--- src/rtl/qam16_tx_mapper.sv ---
// 16-QAM transmit mapper: 2-entry input FIFO, Gray map to signed I/Q levels,
// and per-symbol upsampling by OSR in hold or impulse (zero-stuff) mode.
module qam16_tx_mapper #(
  parameter int DATA_WIDTH = 12,
  parameter int OSR        = 8,
  parameter int LEVEL      = 512
) (
  input  logic                         clk,
  input  logic                         rst_n,
  input  logic                         ce,
  input  logic [3:0]                   din,
  input  logic                         din_valid,
  output logic                         din_ready,
  input  logic                         zero_stuff,
  output logic signed [DATA_WIDTH-1:0] i_out,
  output logic signed [DATA_WIDTH-1:0] q_out,
  output logic                         sample_valid,
  output logic                         symbol_strobe,
  output logic                         underrun,
  output logic                         ready
);

  localparam int PW = (OSR > 1) ? $clog2(OSR) : 1;
  localparam logic [PW-1:0] LAST_PHASE = PW'(OSR - 1);
  localparam logic signed [DATA_WIDTH-1:0] LVL1 = DATA_WIDTH'(LEVEL);
  localparam logic signed [DATA_WIDTH-1:0] LVL3 = DATA_WIDTH'(3 * LEVEL);
  localparam logic [0:0] ST_IDLE = 1'b0;
  localparam logic [0:0] ST_RUN  = 1'b1;

  function automatic logic signed [DATA_WIDTH-1:0] gray_level(input logic [1:0] bits);
    logic signed [DATA_WIDTH-1:0] lvl;
    lvl = '0;
    case (bits)
      2'b00:   lvl = -LVL3;
      2'b01:   lvl = -LVL1;
      2'b11:   lvl = LVL1;
      default: lvl = LVL3;
    endcase
    return lvl;
  endfunction

  logic [1:0][3:0] mem_q, mem_d;
  logic            wr_ptr_q, wr_ptr_d;
  logic            rd_ptr_q, rd_ptr_d;
  logic [1:0]      count_q, count_d;
  logic [0:0]      state_q, state_d;
  logic [PW-1:0]   phase_q, phase_d;
  logic signed [DATA_WIDTH-1:0] sym_i_q, sym_i_d, sym_q_q, sym_q_d;
  logic signed [DATA_WIDTH-1:0] i_out_q, i_out_d, q_out_q, q_out_d;
  logic sample_valid_q, sample_valid_d;
  logic symbol_strobe_q, symbol_strobe_d;
  logic underrun_q, underrun_d;
  logic ready_q, ready_d;

  logic       push, pop, fifo_nonempty, boundary, emit;
  logic [3:0] head;

  assign din_ready     = (count_q < 2'd2);
  assign push          = din_valid && din_ready;
  assign fifo_nonempty = (count_q != 2'd0);
  assign boundary      = (phase_q == LAST_PHASE);
  assign head          = mem_q[rd_ptr_q];
  // Pops only see the registered count, so a word written this edge is never popped this edge.
  assign pop           = ce && fifo_nonempty && ((state_q == ST_IDLE) || boundary);

  always_comb begin
    mem_d    = mem_q;
    wr_ptr_d = wr_ptr_q;
    rd_ptr_d = rd_ptr_q;
    count_d  = count_q;
    if (push) begin
      mem_d[wr_ptr_q] = din;
      wr_ptr_d        = ~wr_ptr_q;
    end
    if (pop) begin
      rd_ptr_d = ~rd_ptr_q;
    end
    case ({push, pop})
      2'b10:   count_d = count_q + 2'd1;
      2'b01:   count_d = count_q - 2'd1;
      default: count_d = count_q;
    endcase
  end

  always_comb begin
    state_d         = state_q;
    phase_d         = phase_q;
    sym_i_d         = sym_i_q;
    sym_q_d         = sym_q_q;
    i_out_d         = i_out_q;
    q_out_d         = q_out_q;
    sample_valid_d  = 1'b0;
    symbol_strobe_d = 1'b0;
    underrun_d      = 1'b0;
    ready_d         = ready_q;
    emit            = 1'b0;
    if (ce) begin
      if (state_q == ST_IDLE) begin
        if (fifo_nonempty) begin
          state_d = ST_RUN;
          phase_d = '0;
          sym_i_d = gray_level(head[3:2]);
          sym_q_d = gray_level(head[1:0]);
          ready_d = 1'b1;
          emit    = 1'b1;
        end
      end else begin
        emit = 1'b1;
        if (boundary) begin
          phase_d = '0;
          if (fifo_nonempty) begin
            sym_i_d = gray_level(head[3:2]);
            sym_q_d = gray_level(head[1:0]);
          end else begin
            sym_i_d    = '0;
            sym_q_d    = '0;
            underrun_d = 1'b1;
          end
        end else begin
          phase_d = phase_q + PW'(1);
        end
      end
    end
    if (emit) begin
      sample_valid_d  = 1'b1;
      symbol_strobe_d = (phase_d == '0);
      // Impulse mode emits the symbol only on phase 0 and zeros elsewhere.
      if (zero_stuff && (phase_d != '0)) begin
        i_out_d = '0;
        q_out_d = '0;
      end else begin
        i_out_d = sym_i_d;
        q_out_d = sym_q_d;
      end
    end
  end

  always_ff @(posedge clk or negedge rst_n) begin
    if (!rst_n) begin
      mem_q           <= '0;
      wr_ptr_q        <= 1'b0;
      rd_ptr_q        <= 1'b0;
      count_q         <= 2'd0;
      state_q         <= ST_IDLE;
      phase_q         <= '0;
      sym_i_q         <= '0;
      sym_q_q         <= '0;
      i_out_q         <= '0;
      q_out_q         <= '0;
      sample_valid_q  <= 1'b0;
      symbol_strobe_q <= 1'b0;
      underrun_q      <= 1'b0;
      ready_q         <= 1'b0;
    end else begin
      mem_q           <= mem_d;
      wr_ptr_q        <= wr_ptr_d;
      rd_ptr_q        <= rd_ptr_d;
      count_q         <= count_d;
      state_q         <= state_d;
      phase_q         <= phase_d;
      sym_i_q         <= sym_i_d;
      sym_q_q         <= sym_q_d;
      i_out_q         <= i_out_d;
      q_out_q         <= q_out_d;
      sample_valid_q  <= sample_valid_d;
      symbol_strobe_q <= symbol_strobe_d;
      underrun_q      <= underrun_d;
      ready_q         <= ready_d;
    end
  end

  assign i_out         = i_out_q;
  assign q_out         = q_out_q;
  assign sample_valid  = sample_valid_q;
  assign symbol_strobe = symbol_strobe_q;
  assign underrun      = underrun_q;
  assign ready         = ready_q;

endmodule

--- config.mk ---
export PLATFORM = sky130hd
export DESIGN_NAME = qam16_tx_mapper
export DESIGN_NICKNAME = d
export VERILOG_FILES = /design/src/rtl/qam16_tx_mapper.sv
export SDC_FILE = /design/constraint.sdc
export NUM_CORES = 1
export LEC_CHECK = 0
export CAP_MARGIN = 20
export CORE_MARGIN = 5
export CORE_UTILIZATION = 30
export CTS_CLUSTER_DIAMETER = 100
export CTS_CLUSTER_SIZE = 10
export DETAILED_ROUTE_END_ITERATION = 10
export GPL_TIMING_DRIVEN = 1
export PLACE_DENSITY = 0.55
export SLEW_MARGIN = 10
export SYNTH_ARGS = -nofsm -noshare
export SYNTH_HDL_FRONTEND = slang
export SYNTH_SLANG_ARGS = --single-unit
--- constraint.sdc ---
create_clock -name clk -period 4.1 [get_ports clk]
set_clock_uncertainty 0.1 [all_clocks]
set_input_delay 1.025 -clock clk [delete_from_list [all_inputs] [get_ports clk]]
set_output_delay 1.025 -clock clk [all_outputs]
set_load 0.005 [all_outputs]
==> impl_metrics.csv, run 1 <==
group,metric,value,unit
power_and_ir_drop,power.leakage,1.50,nW
worst_setup_path,reg2reg_to,"q_out[7]$_DFFE_PN0P_",
clock_network,cts-buffers-inserted,9,
yosys,synth_area,2680,um^2
sta,rsz0062_at_grt,"false",
floorplanning,io_pins,38,
yosys,post_synth_edffs,0,
worst_setup_path,worst_setup_path_end_kind,"register",
yosys,cell_type_with_the_largest_total_area_after_synthesis,"sky130_fd_sc_hd__dfrtp_1",
global_route,globalRouteTotalUtil,10.3,%
sta,finalHoldViolCount,0,
layout,area_growth_from_synthesis_to_layout,24.2,%
worst_setup_path,timing.critical_path.arrival,3060,ps
floorplanning,core-area,8720,um^2
clock_network,cts_num_sinks,68,
sta,timing.final.setup_violations,0,
sta,maxClockFrequency,345,MHz
floorplanning,fp-row-count,34,
yosys,ys_async_sr_fraction,100,%
clock_network,htreeDepth,3,
min_path,timing.hold.worst.start,"sym_i_q[1]$_DFF_PN0_",
worst_setup_path,setup_crit_path_kind,"in -> reg",
yosys,netlist-cell-type-count,31,
yosys,mappedNetlistNets,201,
global_route,grt_pass1_vias,1687,
floorplanning,die_area,10900,um^2
route,ant_nets,0,
worst_setup_path,crit_path_max_fanout,30,
placed_design,globalplace.congestion,0.723,
route,via_count,1578,
floorplanning,start_util,30.7,%
min_path,hold_path_depth,1,
route,drt-met1-wl,2710,um
route,post-route-drc-count,0,
worst_setup_path,worstRegToRegCells,4,
route,route.final.wire_length,5250,um
clock_network,cts_root_buf,"sky130_fd_sc_hd__clkbuf_8",
worst_setup_path,worst_ep_required_time,4270,ps
worst_setup_path,setup.reg_to_reg.worst_slack,1750,ps
yosys,ranking_of_synthesized_cells_by_area,"sky130_fd_sc_hd__dfrtp_1, sky130_fd_sc_hd__a22o_1, sky130_fd_sc_hd__and2_1",
yosys,synth_cells,189,
clock_network,tritoncts,"done",
route,met2WireLength,2280,um
global_route,first_pass_grt_wire_length,8960,um
layout,post-route-util,38.1,%
yosys,synth_warnings,0,
yosys,ys_seq_area_share,63.6,%
worst_setup_path,worst_setup_sp_type,"primary input",
route,routed-wl-met3,191,um
clock_network,clockBufferDepth,2,
sta,final-max-slew-violation-count,0,
power_and_ir_drop,power_density,579,nW/um^2
yosys,flip_flop_and_latch_count_after_synthesis,68,
layout,antenna_cells,0,
clock_network,clk_pin_slew,70,ps
clock_network,worst_skew_pair.late_latency,340,ps
floorplanning,die_width,104,um
floorplanning,die_h,104,um
layout,design.final.nets,240,
min_path,timing.hold.worst.class,"reg -> reg",
placed_design,dp_hpwl,3490,um
yosys,avgSynthCellArea,14.2,um^2
route,routedWlPerCell,15.4,um
sta,period_minus_slack,2900,ps
route,routed_via_density,4.63,
global_route,grt_antenna_before_repair,0,
global_route,globalRoute.totalOverflow,0,
route,drt_pre_antenna_iters,4,
sta,final_min_period_over_clock_period,70.7,%
placed_design,port_buffers,37,
clock_network,ctsResizeCount,0,
min_path,hold_path_end,"sym_i_q[1]$_DFF_PN0_",
route,top_layer_used,"met4",
sta,worstMarginPinSlew,890,ps
sta,worst_slew_margin_rel,40.5,%
global_route,grt_start_max_net_pins,31,
sta,fin_setup_tns,0,ps
route,drt_first_iter_violations,72,
clock_network,post_cts_hold_buffer_count,0,
yosys,yosys.area.top_type_share,63.6,%
worst_setup_path,r2r-start,"count_q[0]$_DFFE_PN0P_",
clock_network,number_of_setup_buffers_added_after_cts,0,
run,number_of_violations_of_the_max_capacitance_limit,0,
power_and_ir_drop,vdd_drop_max,0.298,mV
yosys,synth_flop_cell,"sky130_fd_sc_hd__dfrtp_1",
status,run_status,"finished, final reports clean",
layout,final_layout_size_suffix_gt1_share,13.7,%
## stage by stage
stage / setup slack [ps] / instance area [um^2] / cells / hold slack [ps] / power (W)
2_1_floorplan: 2010 / 2680 / 189 / 351 / 0.00119
3_5_place_dp: 871 / 3100 / 325 / 368 / 0.00133
3_3_place_gp: 888 / 3100 / 325 / 366 / 0.00133
4_1_cts: 1210 / 3320 / 341 / 387 / 0.00195
6_report: 1200 / 3320 / 341 / 387 / 0.00193
5_1_grt: 1100 / 3320 / 341 / 395 / 0.00204
## state kept, by name, summed over array words and instances (netlist names), 2 cells and up
register  flops
mem_q         8
phase_q       3
count_q       2
i_out        12
sym_q_q      12
q_out        12
sym_i_q      12
## layer usage
| layer | up-vias | GRT usage (%) |
|---|---|---|
| met2 | 31 | 14.0 |
| li1 | 751 | - |
| met4 | 0 | 4.44 |
| met5 | - | 0 |
| met1 | 788 | 14.7 |
| met3 | 8 | 3.54 |
## power breakdown
group          total [W]  internal [W]  switching (W)
Clock           0.000616      0.000359       0.000257
Combinational   0.000426      0.000236       0.000191
Sequential      0.000883      0.000788      0.0000959
## layout make-up
cell class | instances | area (um^2)
clock buffers | 10 | 138
clock inverters | 6 | 87.6
fillers | 822 | 5400
inverters | 2 | 7.51
multi-input cells | 108 | 873
flip-flops and latches | 68 | 1700
well taps | 108 | 135
repair buffers | 39 | 380
## worst max-delay path, cell delays in order
cell                              delay (ps)
sky130_fd_sc_hd__clkdlybuf4s50_1         770
sky130_fd_sc_hd__o21ai_4                 360
sky130_fd_sc_hd__a21oi_4                 660
sky130_fd_sc_hd__a22o_1                  230
## synthesized netlist by cell type, types with 2 or more instances
master,number
sky130_fd_sc_hd__nor2_1,10
sky130_fd_sc_hd__dfrtp_1,68
sky130_fd_sc_hd__buf_2,3
sky130_fd_sc_hd__buf_4,3
sky130_fd_sc_hd__ha_1,3
sky130_fd_sc_hd__mux2_1,2
sky130_fd_sc_hd__mux2_2,8
sky130_fd_sc_hd__mux2i_1,2
sky130_fd_sc_hd__a22o_1,26
sky130_fd_sc_hd__o21a_1,2
sky130_fd_sc_hd__and2_1,20
sky130_fd_sc_hd__a221o_1,2
sky130_fd_sc_hd__nand2b_1,4
sky130_fd_sc_hd__nand3_1,2
sky130_fd_sc_hd__o21ai_0,2
sky130_fd_sc_hd__xnor2_1,8
sky130_fd_sc_hd__inv_2,2
sky130_fd_sc_hd__a32o_1,3
sky130_fd_sc_hd__nand2_1,2
sky130_fd_sc_hd__buf_6,5
sky130_fd_sc_hd__o32ai_1,2
## logic make-up (layout without fill, tap and decap cells)
family / count (synthesis) / count (layout) / synth area share [%]
fa+ha+maj: 3 / 3 / 1.40
buf+inv: 13 / 57 / 3.79
simple gates: 41 / 41 / 8.51
mux: 12 / 12 / 4.96
flops: 68 / 68 / 63.6
compound gates: 43 / 43 / 14.8
xor+xnor: 9 / 9 / 2.95
## layout by cell type, fill, tap and decap left out, types with 3 or more instances in the layout
cell,n
sky130_fd_sc_hd__a22o_1,26
sky130_fd_sc_hd__ha_1,3
sky130_fd_sc_hd__clkdlybuf4s50_1,36
sky130_fd_sc_hd__dfrtp_1,68
sky130_fd_sc_hd__clkbuf_8,10
sky130_fd_sc_hd__xnor2_1,8
sky130_fd_sc_hd__a32o_1,3
sky130_fd_sc_hd__mux2_2,8
sky130_fd_sc_hd__nor2_1,10
sky130_fd_sc_hd__and2_1,20
sky130_fd_sc_hd__nand2b_1,4
## worst max-delay path by stage
stage	startpoint	to	slack, ps
6_report	ce	q_out[0]$_DFFE_PN0P_	1200
3_5_place_dp	ce	q_out[4]$_DFFE_PN0P_	870
3_3_place_gp	ce	q_out[7]$_DFFE_PN0P_	890
4_1_cts	ce	q_out[0]$_DFFE_PN0P_	1210
5_1_grt	ce	count_q[1]$_DFFE_PN0P_	1100
2_1_floorplan	ce	count_q[1]$_DFFE_PN0P_	2010
(Power assumes the default switching activity.)
==> run 2: changes to the inputs <==
Settings changed: PLACE_DENSITY 0.55 to 0.57.
Clock period 4.1 ns to 2.43 ns, I/O delays scaled along.
==> run 2 against run 1 <==
Against the previous run: power increased by 74%; sequential cell count unchanged; cell count increased by 1.2%; worst hold slack got worse by 210 ps; count of clock-buffer cells in the layout decreased by 1; die area unchanged; sequential power increased by 69%; sequential share of layout area decreased by 1.0 points; critical endpoint is now q_out[4]$_DFFE_PN0P_; largest cell class unchanged; largest power group unchanged.
==> impl_metrics.csv, run 2 (synthesis results as in run 1) <==
group,metric,value,unit
global_route,grtUsageMet2,15.0,%
sta,maxClockFrequency,434,MHz
run,number_of_violations_of_the_max_capacitance_limit,0,
global_route,grt_antenna_before_repair,0,
route,route.final.wire_length,5220,um
worst_setup_path,crit_path_max_fanout,24,
clock_network,post_cts_hold_buffer_count,0,
status,run_status,"finished, final reports clean",
sta,worst_slew_margin_rel,54.6,%
worst_setup_path,worst_setup_path_end_kind,"register",
placed_design,post_dp_cell_area,3140,um^2
layout,area_growth_from_synthesis_to_layout,26.6,%
worst_setup_path,slowest_delay,590,ps
sta,final_critical_path_setup_slack,125,ps
global_route,met1_usage,13.9,%
layout,ff_latch_area,1700,um^2
global_route,globalRouteMet3Util,3.17,%
worst_setup_path,setup_crit_path_kind,"reg -> reg",
clock_network,tritoncts,"done",
clock_network,worst_skew_pair.late_latency,340,ps
min_path,timing.hold.worst.class,"in -> async",
layout,fillers,825,
global_route,globalRoute.totalOverflow,0,
floorplanning,start_util,30.7,%
placed_design,globalplace.congestion,0.684,
clock_network,clk_pin_slew,70,ps
sta,finalHoldViolCount,0,
worst_setup_path,crit_path_frequent_cell,"sky130_fd_sc_hd__ha_1",
sta,worstMarginPinSlew,679,ps
sta,period_minus_slack,2310,ps
worst_setup_path,r2r-start,"phase_q[0]$_DFF_PN0_",
layout,highest_count_cells_in_the_layout_ignoring_fill_and_taps,"sky130_fd_sc_hd__dfrtp_1, sky130_fd_sc_hd__clkdlybuf4s50_1, sky130_fd_sc_hd__a22o_1, sky130_fd_sc_hd__and2_1, sky130_fd_sc_hd__nor2_1",
worst_setup_path,timing.critical_path.arrival,2480,ps
floorplanning,die_area,10900,um^2
sta,final_min_period_over_clock_period,94.9,%
floorplanning,fp-row-count,34,
layout,multiInputGateArea,873,um^2
worst_setup_path,worst_setup_sp_type,"register",
route,drt_pre_antenna_iters,4,
power_and_ir_drop,vdd_drop_max,0.299,mV
clock_network,cts-buffers-inserted,9,
route,drt_first_iter_violations,71,
global_route,globalRouteTotalUtil,10.2,%
layout,antenna_cells,0,
route,post-route-drc-count,0,
global_route,grt_start_max_net_pins,69,
sta,timing.final.setup_violations,0,
clock_network,clockBufferDepth,2,
route,via_count,1580,
power_and_ir_drop,power.leakage,1.53,nW
layout,post-route-util,38.9,%
layout,final_layout_size_suffix_gt1_share,15.2,%
floorplanning,core-area,8720,um^2
placed_design,port_buffers,37,
placed_design,pre_cts_ws,-33.8,ps
floorplanning,io_pins,38,
layout,design.final.nets,244,
power_and_ir_drop,power_density,990,nW/um^2
route,ant_nets,0,
worst_setup_path,worstPathCellList,"ha_1 -> ha_1 -> o311a_1 -> a21oi_4 -> a22o_1",
floorplanning,die_width,104,um
worst_setup_path,setup.worst_path.start,"phase_q[0]$_DFF_PN0_",
layout,fin_area,3390,um^2
route,routedWlPerCell,15.1,um
placed_design,dp_hpwl,3320,um
route,routed_via_density,4.58,
clock_network,htreeDepth,3,
worst_setup_path,critical-path-slowest-cell,"sky130_fd_sc_hd__a21oi_4",
global_route,top_usage_layer,"met2",
clock_network,cts_num_sinks,68,
global_route,first_pass_grt_wire_length,8910,um
worst_setup_path,worst_ep_required_time,2600,ps
sta,rsz0062_at_grt,"false",
layout,layout.cells.most_common,"sky130_fd_sc_hd__dfrtp_1",
clock_network,number_of_setup_buffers_added_after_cts,0,
global_route,grt_pass1_vias,1741,
clock_network,ctsResizeCount,0,
sta,final-max-slew-violation-count,0,
floorplanning,die_h,104,um
clock_network,cts_root_buf,"sky130_fd_sc_hd__clkbuf_8",
[run 2: cell types whose count changed in the layout (fill, tap and decap cells not counted), sizes merged]
cell	before	now
clkbuf	10	9
bufinv	2	3
buf	3	7
[run 2: per-stage QoR]
| step | TNS, ps | std cells | hold WS [ps] | total power (W) |
|---|---|---|---|---|
| 6_report | 0 | 345 | 172 | 0.00336 |
| 5_1_grt | 0 | 345 | 216 | 0.00355 |
| 4_1_cts | 0 | 345 | 191 | 0.00340 |
| 3_5_place_dp | -539 | 329 | 368 | 0.00225 |
| 3_3_place_gp | 0 | 329 | 366 | 0.00224 |
| 2_1_floorplan | 0 | 189 | 212 | 0.00201 |
[run 2: layout make-up]
cell class | count | area share, %
Sequential cell | 68 | 50.2
Clock inverter | 7 | 3.69
Multi-Input combinational cell | 108 | 25.8
Inverter | 2 | 0.221
Timing Repair Buffer | 43 | 12.5
Clock buffer | 9 | 3.65
Tap cell | 108 | 3.99
[run 2: critical path: cells and delay by family (launching register included)]
kind                     cells  cell delay (ps)
AO/OA/AOI/OAI                3             1240
adder cells (fa/ha/maj)      2              490
flip-flops                   1              400
[run 2: routing by layer]
| metal | share of wire, % | up-vias |
|---|---|---|
| met5 | 0 | - |
| met4 | 1.0 | 0 |
| met3 | 4.9 | 7 |
| met2 | 45 | 34 |
| met1 | 49 | 781 |
| li1 | - | 758 |
[run 2: final timing paths]
check,cells after the start,slack [ps],end
worst min-delay path,2,170,symbol_strobe$_DFF_PN0_
worst max-delay path,5,120,q_out[4]$_DFFE_PN0P_
min in group clk,1,380,sym_i_q[2]$_DFF_PN0_
worst min register to register,1,380,sym_i_q[2]$_DFF_PN0_
worst max register to register,5,120,q_out[4]$_DFFE_PN0P_
max in group asynchronous,2,1750,mem_q[5]$_DFFE_PN0P_
[run 2: power breakdown]
part	leakage, nW	switching, W	internal (W)
clock	0.124	0.000448	0.000688
combinational	0.509	0.000322	0.000408
sequential	0.897	0.000161	0.00133
